File: src/rtl/semiauto_cmd_latch_if.sv
`default_nettype none
// ============================================================================
// Module      : semiauto_cmd_latch_if
// Description : Button, mode and latched-command signals of the semi-auto
//               command latch. The master drives buttons and mode; the slave
//               returns the latched direction command.
// Revision    : 1.0 - initial release
// ============================================================================
interface semiauto_cmd_latch_if;
   logic       power;
   logic [1:0] global_state;
   logic [1:0] state;
   logic       btn_left;
   logic       btn_right;
   logic       btn_straight;
   logic       btn_back;
   logic       left;
   logic       right;
   logic       straight;
   logic       back;
   logic       cmd_pending;
   logic       cmd_active;

   modport master (
      output power, global_state, state,
      output btn_left, btn_right, btn_straight, btn_back,
      input  left, right, straight, back, cmd_pending, cmd_active
   );

   modport slave (
      input  power, global_state, state,
      input  btn_left, btn_right, btn_straight, btn_back,
      output left, right, straight, back, cmd_pending, cmd_active
   );
endinterface
`default_nettype wire

File: src/rtl/semiauto_cmd_latch.sv
`default_nettype none
// ============================================================================
// Module      : semiauto_cmd_latch
// Description : Synchronises and debounces four direction buttons and latches
//               one command until the semi-auto FSM has executed it.
// Revision    : 1.0 - initial release
// ============================================================================
module semiauto_cmd_latch #(
   parameter int DEBOUNCE_CYCLES = 2_000_000,
   parameter int CNT_W           = 21
) (
   input  logic                 sys_clk,
   input  logic                 rst,
   semiauto_cmd_latch_if.slave  bus
);

   localparam logic [CNT_W-1:0] c_deb_max = CNT_W'(DEBOUNCE_CYCLES - 1);

   typedef enum logic [1:0] {
      ST_IDLE   = 2'd0,
      ST_HOLD   = 2'd1,
      ST_ACTIVE = 2'd2
   } fsm_t;

   // Bit order everywhere: 0 left, 1 right, 2 straight, 3 back.
   logic [3:0] w_raw;
   logic [3:0] w_deb;
   logic [3:0] w_sel;
   logic       w_en;

   logic [3:0] r_deb_d;
   logic [3:0] r_press;
   logic [3:0] r_cmd;
   logic       r_pending;
   logic       r_active;
   fsm_t       r_fsm;

   assign w_raw = {bus.btn_back, bus.btn_straight, bus.btn_right, bus.btn_left};
   assign w_en  = bus.power & (bus.global_state == 2'b10);

   generate
      for (genvar i = 0; i < 4; i++) begin : g_btn
         logic             r_sync1;
         logic             r_sync2;
         logic             r_deb;
         logic [CNT_W-1:0] r_cnt;

         always_ff @(posedge sys_clk) begin
            if (rst) begin
               r_sync1 <= 1'b0;
               r_sync2 <= 1'b0;
               r_deb   <= 1'b0;
               r_cnt   <= '0;
            end else begin
               r_sync1 <= w_raw[i];
               r_sync2 <= r_sync1;
               if (r_sync2 == r_deb) begin
                  r_cnt <= '0;
               end else if (r_cnt == c_deb_max) begin
                  r_deb <= r_sync2;
                  r_cnt <= '0;
               end else begin
                  r_cnt <= r_cnt + 1'b1;
               end
            end
         end

         assign w_deb[i] = r_deb;
      end
   endgenerate

   // Same-cycle presses resolve as straight > back > left > right.
   always_comb begin
      w_sel = 4'b0000;
      if (r_press[2])      w_sel[2] = 1'b1;
      else if (r_press[3]) w_sel[3] = 1'b1;
      else if (r_press[0]) w_sel[0] = 1'b1;
      else if (r_press[1]) w_sel[1] = 1'b1;
   end

   always_ff @(posedge sys_clk) begin
      if (rst) begin
         r_deb_d   <= 4'b0000;
         r_press   <= 4'b0000;
         r_cmd     <= 4'b0000;
         r_pending <= 1'b0;
         r_active  <= 1'b0;
         r_fsm     <= ST_IDLE;
      end else begin
         r_deb_d <= w_deb;
         r_press <= w_deb & ~r_deb_d;
         if (!w_en) begin
            r_fsm     <= ST_IDLE;
            r_cmd     <= 4'b0000;
            r_pending <= 1'b0;
            r_active  <= 1'b0;
         end else begin
            case (r_fsm)
               ST_IDLE: begin
                  if (|r_press) begin
                     r_fsm     <= ST_HOLD;
                     r_cmd     <= w_sel;
                     r_pending <= 1'b1;
                  end
               end
               ST_HOLD: begin
                  if (|r_press) r_cmd <= w_sel;
                  // Turn or cooldown means the FSM has taken the command.
                  if (bus.state[1]) begin
                     r_fsm     <= ST_ACTIVE;
                     r_pending <= 1'b0;
                     r_active  <= 1'b1;
                  end
               end
               ST_ACTIVE: begin
                  if (bus.state == 2'b01) begin
                     r_fsm    <= ST_IDLE;
                     r_cmd    <= 4'b0000;
                     r_active <= 1'b0;
                  end
               end
               default: begin
                  r_fsm     <= ST_IDLE;
                  r_cmd     <= 4'b0000;
                  r_pending <= 1'b0;
                  r_active  <= 1'b0;
               end
            endcase
         end
      end
   end

   assign bus.left        = r_cmd[0];
   assign bus.right       = r_cmd[1];
   assign bus.straight    = r_cmd[2];
   assign bus.back        = r_cmd[3];
   assign bus.cmd_pending = r_pending;
   assign bus.cmd_active  = r_active;

endmodule
`default_nettype wire

File: src/flat_wrapper.sv
// flat-port wrapper written by rule: the top's interface ports become plain ports
module semiauto_cmd_latch_flat 
#(
   parameter int DEBOUNCE_CYCLES = 2_000_000,
   parameter int CNT_W           = 21
)
  (sys_clk, rst, bus_power, bus_global_state, bus_state, bus_btn_left, bus_btn_right, bus_btn_straight, bus_btn_back, bus_left, bus_right, bus_straight, bus_back, bus_cmd_pending, bus_cmd_active);
  semiauto_cmd_latch_if bus_i ();
  input  logic sys_clk;
  input  logic rst;
  input wire logic [$bits(bus_i.power)-1:0] bus_power;
  input wire logic [$bits(bus_i.global_state)-1:0] bus_global_state;
  input wire logic [$bits(bus_i.state)-1:0] bus_state;
  input wire logic [$bits(bus_i.btn_left)-1:0] bus_btn_left;
  input wire logic [$bits(bus_i.btn_right)-1:0] bus_btn_right;
  input wire logic [$bits(bus_i.btn_straight)-1:0] bus_btn_straight;
  input wire logic [$bits(bus_i.btn_back)-1:0] bus_btn_back;
  output wire logic [$bits(bus_i.left)-1:0] bus_left;
  output wire logic [$bits(bus_i.right)-1:0] bus_right;
  output wire logic [$bits(bus_i.straight)-1:0] bus_straight;
  output wire logic [$bits(bus_i.back)-1:0] bus_back;
  output wire logic [$bits(bus_i.cmd_pending)-1:0] bus_cmd_pending;
  output wire logic [$bits(bus_i.cmd_active)-1:0] bus_cmd_active;
  assign bus_i.power = bus_power;
  assign bus_i.global_state = bus_global_state;
  assign bus_i.state = bus_state;
  assign bus_i.btn_left = bus_btn_left;
  assign bus_i.btn_right = bus_btn_right;
  assign bus_i.btn_straight = bus_btn_straight;
  assign bus_i.btn_back = bus_btn_back;
  assign bus_left = bus_i.left;
  assign bus_right = bus_i.right;
  assign bus_straight = bus_i.straight;
  assign bus_back = bus_i.back;
  assign bus_cmd_pending = bus_i.cmd_pending;
  assign bus_cmd_active = bus_i.cmd_active;
  semiauto_cmd_latch #(.DEBOUNCE_CYCLES(DEBOUNCE_CYCLES), .CNT_W(CNT_W)) u_core (.sys_clk(sys_clk), .rst(rst), .bus(bus_i));
endmodule
File: config.mk
export PLATFORM = sky130hd
export DESIGN_NAME = semiauto_cmd_latch_flat
export DESIGN_NICKNAME = d
export VERILOG_FILES = /design/src/rtl/semiauto_cmd_latch_if.sv /design/src/rtl/semiauto_cmd_latch.sv /design/src/flat_wrapper.sv
export SDC_FILE = /design/constraint.sdc
export NUM_CORES = 1
export LEC_CHECK = 0
export CELL_PAD_IN_SITES_DETAIL_PLACEMENT = 0
export CELL_PAD_IN_SITES_GLOBAL_PLACEMENT = 2
export CORE_MARGIN = 2
export CORE_UTILIZATION = 38
export DETAILED_ROUTE_END_ITERATION = 8
export GPL_ROUTABILITY_DRIVEN = 0
export PLACE_DENSITY = 0.78
export SLEW_MARGIN = 20
export SYNTH_ARGS = -nofsm -noshare
export SYNTH_HDL_FRONTEND = slang
export SYNTH_SLANG_ARGS = --single-unit
File: constraint.sdc
create_clock -name sys_clk -period 2.3 [get_ports sys_clk]
set_input_delay 0.46 -clock sys_clk [delete_from_list [all_inputs] [get_ports sys_clk]]
set_output_delay 0.46 -clock sys_clk [all_outputs]
set_load 0.1 [all_outputs]
* Yosys cells after proc, flatten, opt, wreduce, memory -nomap -nowiden
Index checks and enable logic that the tools add are counted. W data, S select, Z words.
Word-level totals: input port bits 11, register bits 112, output and inout port bits 6, word-level logic and storage cells 89
Operators by class: bitwise logic cells 10, reduce and logical (&&, ||, !) cells 16, muxes and demuxes 21, eq/ne operators 16, add/subtract/negate cells 4
Operators by type and width (number):
- $add A21 B1 Y21 const B | 4
- $eq A21 B21 Y1 const B | 4
- $reduce_or A3 Y1 | 4
- $mux W1 | 10
- $mux W2 | 5
- $reduce_and A2 Y1 | 5
- $reduce_and A3 Y1 | 3
- $mux W4 | 2
- $pmux W4 S2 | 1
- $not A1 Y1 | 7
- $ne A2 B1 Y1 const B | 3
- $pmux W1 S3 | 2
- $pmux W2 S3 | 1
- $and A4 B4 Y4 | 1
- $eq A1 B1 Y1 | 4
- $eq A2 B1 Y1 const B | 2
- $eq A2 B2 Y1 const B | 2
- $not A4 Y4 | 1
- $reduce_or A2 Y1 | 2
- $reduce_or A4 Y1 | 1
- $logic_not A2 Y1 | 1
- $ne A2 B2 Y1 const B | 1
- $and A1 B1 Y1 | 1

* Depth between registers and ports, before layout
Gate-level depths: netlist of run 1.
word-level depth 6, depth in mapped cells 7, depth with buffers taken out 5

* Worst setup path after synthesis of run 1
Ideal clock, no wire load.
kind register -> register, start point register u_core.g_btn[3].r_cnt[0], end point register u_core.g_btn[3].r_cnt[16], slack 0.373 ns, clock period less this slack 1.927 ns, path buffers 1, stages on the path, launching flop included 7, data arrival time 1.861 ns, required time 2.234 ns, library setup time 0.066 ns, cells stage by stage dfxtp_1 ha_1 nand2_1 or4_4 buf_6 or4_4 a21oi_2
On the way: word-level cells in the longest chain between the ends 2, elaborated cells on any way between the ends 3, those cells by class 1 x add/sub; 1 x eq/ne; 1 x reduce/logical
Ends and longest elaborated chain:
- start: declaration | RTL line semiauto_cmd_latch.sv:46 | logic [CNT_W-1:0] r_cnt;
- start signal: assignment | RTL line semiauto_cmd_latch.sv:63 | r_cnt <= r_cnt + 1'b1;
- branches (longest 2 deep; another with $add A21 B1 Y21)
Parallel ways; which one is timed is not known. A chain may end at the register's enable or synchronous reset.

* Worst setup path in the final report of run 1
start point register u_core.g_btn[3].r_cnt[13], end point register u_core.g_btn[3].r_deb
On the way: word-level cells in the longest chain between the ends 2
Ends and longest elaborated chain:
- $eq A21 B21 Y1 | RTL line semiauto_cmd_latch.sv:59 | end else if (r_cnt == c_deb_max) begin
- $reduce_and A2 Y1 (no source line)
- end signal: assignment | RTL line semiauto_cmd_latch.sv:60 | r_deb <= r_sync2;
- end: declaration | RTL line semiauto_cmd_latch.sv:45 | logic r_deb;
No other way between the ends.

==> results.rst, run 1 <==
.. list-table::
   :header-rows: 1

   * - Metric
     - Value
   * - Cell area after synthesis
     - 4760 µm²
   * - Worst path bufs/invs
     - 0
   * - Layout cells sized above 1
     - 7.21%
   * - Hold wc startpoint
     - u_core.r_deb_d[1]
   * - Total number of vias
     - 3630
   * - Pin count of the biggest net entering global routing
     - 21
   * - Share of synthesized cell area in full adder, half adder and majority cells
     - 1.05%
   * - Post-Syn Instances
     - 530
   * - Worst path max stage delay
     - 570 ps
   * - Die outline area
     - 13400 µm²
   * - Slowest cell on the critical path
     - or4_1
   * - Endpoint class of the critical path
     - register
   * - Synth Warn #
     - 0
   * - Share of the cycle needed by the critical path after routing
     - 85.3%
   * - Least-Margin Pin Slew
     - 436 ps
   * - Syn-to-layout area delta
     - 13.8%
   * - Post-route DRC violation count
     - 0
   * - Average wire length per cell after detail routing
     - 12.3 µm
   * - Number of nets with antenna violations after detailed routing
     - 0
   * - Per-cell via count in the routed design
     - 5.02
   * - Hold buffers post-CTS
     - 0
   * - Worst Hold End
     - u_core.r_press[1]
   * - WP data required
     - 2590 ps
   * - Number of core rows
     - 40
   * - Via count of the first global-routing pass
     - 3247
   * - Sinks on the clock net
     - 112
   * - Startpoint types
     - register
   * - Fmax
     - 510 MHz
   * - Number of diodes added for antenna fixing
     - 0
   * - Post-synthesis mux area share
     - 0%
   * - Final critical-path required period
     - 1960 ps
   * - TNS Setup
     - 0 ps
   * - Largest buffer count on any clock path
     - 2
   * - Remaining max-slew budget at the tightest pin
     - 70.5%
   * - Startpoint of the most critical register-to-register path
     - u_core.g_btn[3].r_cnt[13]
   * - Clock Latency Late Sink
     - 350 ps
   * - CP most frequent cell
     - or4_1
   * - Setup repair bufs after CTS
     - 0
   * - RSZ-0062 raised after global routing
     - false
   * - Number of hold violations in the final report
     - 0
   * - DRC violation total after the first TritonRoute iteration
     - 169
   * - Dominant combinational cell family by area after synthesis
     - simple AND/OR/NAND/NOR gates
   * - Wire length of the first global-routing pass
     - 15.2 mm
   * - Total wirelength of the detailed-routed design
     - 8.90 mm
   * - Number of setup violations in the final report
     - 0
   * - Fraction of synthesized cell area in xor and xnor cells
     - 10.1%
   * - Clock-pin slew of the registers on the worst-case setup and hold paths
     - 70 ps
   * - EDFF count, synth
     - 0
   * - Boundary Pins
     - 17
   * - Synthesized flop and latch total
     - 112
   * - Setup slack of the worst register-to-register path
     - 340 ps
   * - Max Transition Viols Final
     - 0
   * - Share of synthesized area occupied by flip-flops and latches
     - 47.1%
   * - Chip width
     - 116 µm
   * - Final worst clock skew
     - 5.16 ps
   * - Total routing resource utilization after global routing
     - 14.2%
   * - Clock Tree Root
     - clkbuf_16
   * - Pwr dens
     - 651 nW/µm²
   * - Path category of the worst min-delay check
     - reg2reg
   * - Final nets
     - 565
   * - WP data arrival
     - 2250 ps
   * - Leakage power figure
     - 1.67 nW
   * - Reg2Reg Depth
     - 4
   * - Library cells used by synthesis
     - 46
   * - Hold path depth
     - 1
   * - Initial standard-cell utilization of the core
     - 39.3%
   * - Run status
     - complete, no violations
   * - Destination of the worst register-to-register timing path
     - u_core.g_btn[3].r_deb
   * - Total nets after synthesis
     - 545
   * - TritonCTS clock tree
     - yes
   * - CTS buffer count
     - 9
   * - Critical path peak fanout
     - 5
   * - Chip height
     - 116 µm
   * - Worst Hold Slack
     - 383 ps
   * - Port Buf Inserts
     - 16
   * - Async set-or-reset flop fraction in the synthesized netlist
     - 0%
   * - DRT Pass-1 Iters
     - 4
   * - Simple-Gate Fraction of Synth Area
     - 29.3%
   * - Post-detail-place hpwl
     - 6.16 mm
   * - Worst path cell trace
     - or4_1 > or4_1 > or3_1 > a21oi_1
   * - Crit-path leading delay family
     - simple AND/OR/NAND/NOR gates
   * - Global-route congestion overflow total
     - 0
   * - Avg Cell Area, Syn
     - 8.97 µm²
   * - Complex-gate fraction of the synthesized area
     - 9.42%
   * - CTS HTree Levels
     - 3
   * - Class of the most critical setup path
     - reg2reg
   * - Post-cts repair resize count
     - 0
   * - Max-cap violations
     - 0
   * - Initial antenna violation count
     - 0
   * - Placeable Area
     - 12100 µm²
   * - Worst vdd ir
     - 0.436 mV
   * - Top FF cell, synth
     - dfxtp_1
-- placed cells by master (no fill, tap or decap), types with 12 or more instances in the layout --
cell type / netlist / final
dfxtp_1: 112 / 112
nor2_1: 68 / 68
a21oi_1: 31 / 31
xor2_1: 30 / 30
nand3_1: 29 / 29
xnor2_1: 25 / 25
nand2_1: 24 / 24
or3_1: 21 / 21
o21ai_0: 22 / 20
nand4_1: 19 / 19
inv_1: 17 / 17
nor2b_1: 17 / 17
buf_4: 1 / 16
and4_1: 13 / 13
or4_1: 12 / 12
-- worst max path at each step --
| stage | start | to | cells past startpoint | slack [ps] |
|---|---|---|---|---|
| 6_report | u_core.g_btn[3].r_cnt[13] | u_core.g_btn[3].r_deb | 4 | 340 |
| 5_1_grt | u_core.g_btn[1].r_cnt[7] | u_core.g_btn[1].r_cnt[19] | 4 | 220 |
| 4_1_cts | u_core.g_btn[3].r_cnt[13] | u_core.g_btn[3].r_deb | 4 | 330 |
| 3_5_place_dp | u_core.g_btn[3].r_cnt[13] | u_core.g_btn[3].r_deb | 4 | 350 |
| 3_3_place_gp | u_core.g_btn[3].r_cnt[13] | u_core.g_btn[3].r_deb | 4 | 350 |
| 2_1_floorplan | u_core.g_btn[3].r_cnt[0] | u_core.g_btn[3].r_cnt[16] | 6 | 370 |
-- where the power goes --
part	total, mW	leakage (nW)	switching (mW)	internal (mW)
Sequential	1.95	0.904	0.00426	1.95
Clock	1.51	0.139	0.690	0.824
Combinational	0.0599	0.629	0.0288	0.0311
-- worst register-to-register path, stage by stage, from the launching register on --
cell and delay, ps:
dfxtp_1 340, or4_1 530, or4_1 570, or3_1 330
a21oi_1 140
-- cells in the mapped netlist, types with 17 or more instances --
cell	number	area (µm²)
dfxtp_1	112	2240
nor2_1	68	255
a21oi_1	31	155
xor2_1	30	263
nand3_1	29	145
xnor2_1	25	219
nand2_1	24	90.1
o21ai_0	22	110
or3_1	21	131
nand4_1	19	119
inv_1	17	63.8
nor2b_1	17	106
-- cell type report --
type / count / area (µm²)
Timing Repair Buffer: 27 / 240
Clock inverter: 2 / 12.5
Tap cell: 168 / 210
Clock buffer: 14 / 274
Inverter: 17 / 63.8
Fill cell: 1217 / 6700
Multi-Input combinational cell: 383 / 2370
Sequential cell: 112 / 2240
-- per-stage QoR --
stage	utilization [%]	instance area [µm²]	setup WS, ps	cells	power (mW)
2_1_floorplan	-	4760	373	530	2.02
3_3_place_gp	42.3	5130	346	707	2.06
3_5_place_dp	42.3	5130	353	707	2.06
4_1_cts	44.7	5410	334	723	3.59
5_1_grt	44.7	5410	220	723	3.66
6_report	44.7	5410	339	723	3.52
-- cell families (layout without fill, tap and decap cells) --
logic type,count (synthesis),after routing
and+or+nand+nor,249,249
DFF,112,112
AOI/OAI and AO/OA,75,75
xor gates and xnor gates,55,55
buffers and inverters,35,60
adders and majority gates,4,4
-- routing by layer --
layer	up-vias	part of all wire (%)	track usage (%)
met2	36	43	21.4
li1	1907	-	-
met1	1679	52	19.3
met4	0	1.2	4.29
met5	-	0	0
met3	8	4.0	4.81
-- sequential cells by signal, indices dropped and copies added, names as in the netlist --
register,count
u_core.g_btn.r_cnt,84
u_core.g_btn.r_deb,4
u_core.g_btn.r_sync1,4
u_core.g_btn.r_sync2,4
u_core.r_cmd,4
u_core.r_deb_d,4
u_core.r_press,4
u_core.r_fsm,2
u_core.bus.cmd_active,1
u_core.bus.cmd_pending,1
Note: power is estimated with default switching activity, not from simulation.
==> run 2, diff against run 1 <==
- SLEW_MARGIN: 20 -> 30
==> results of run 2 <==
Same layout as run 1: the final DEF is identical, and so are final timing and power.
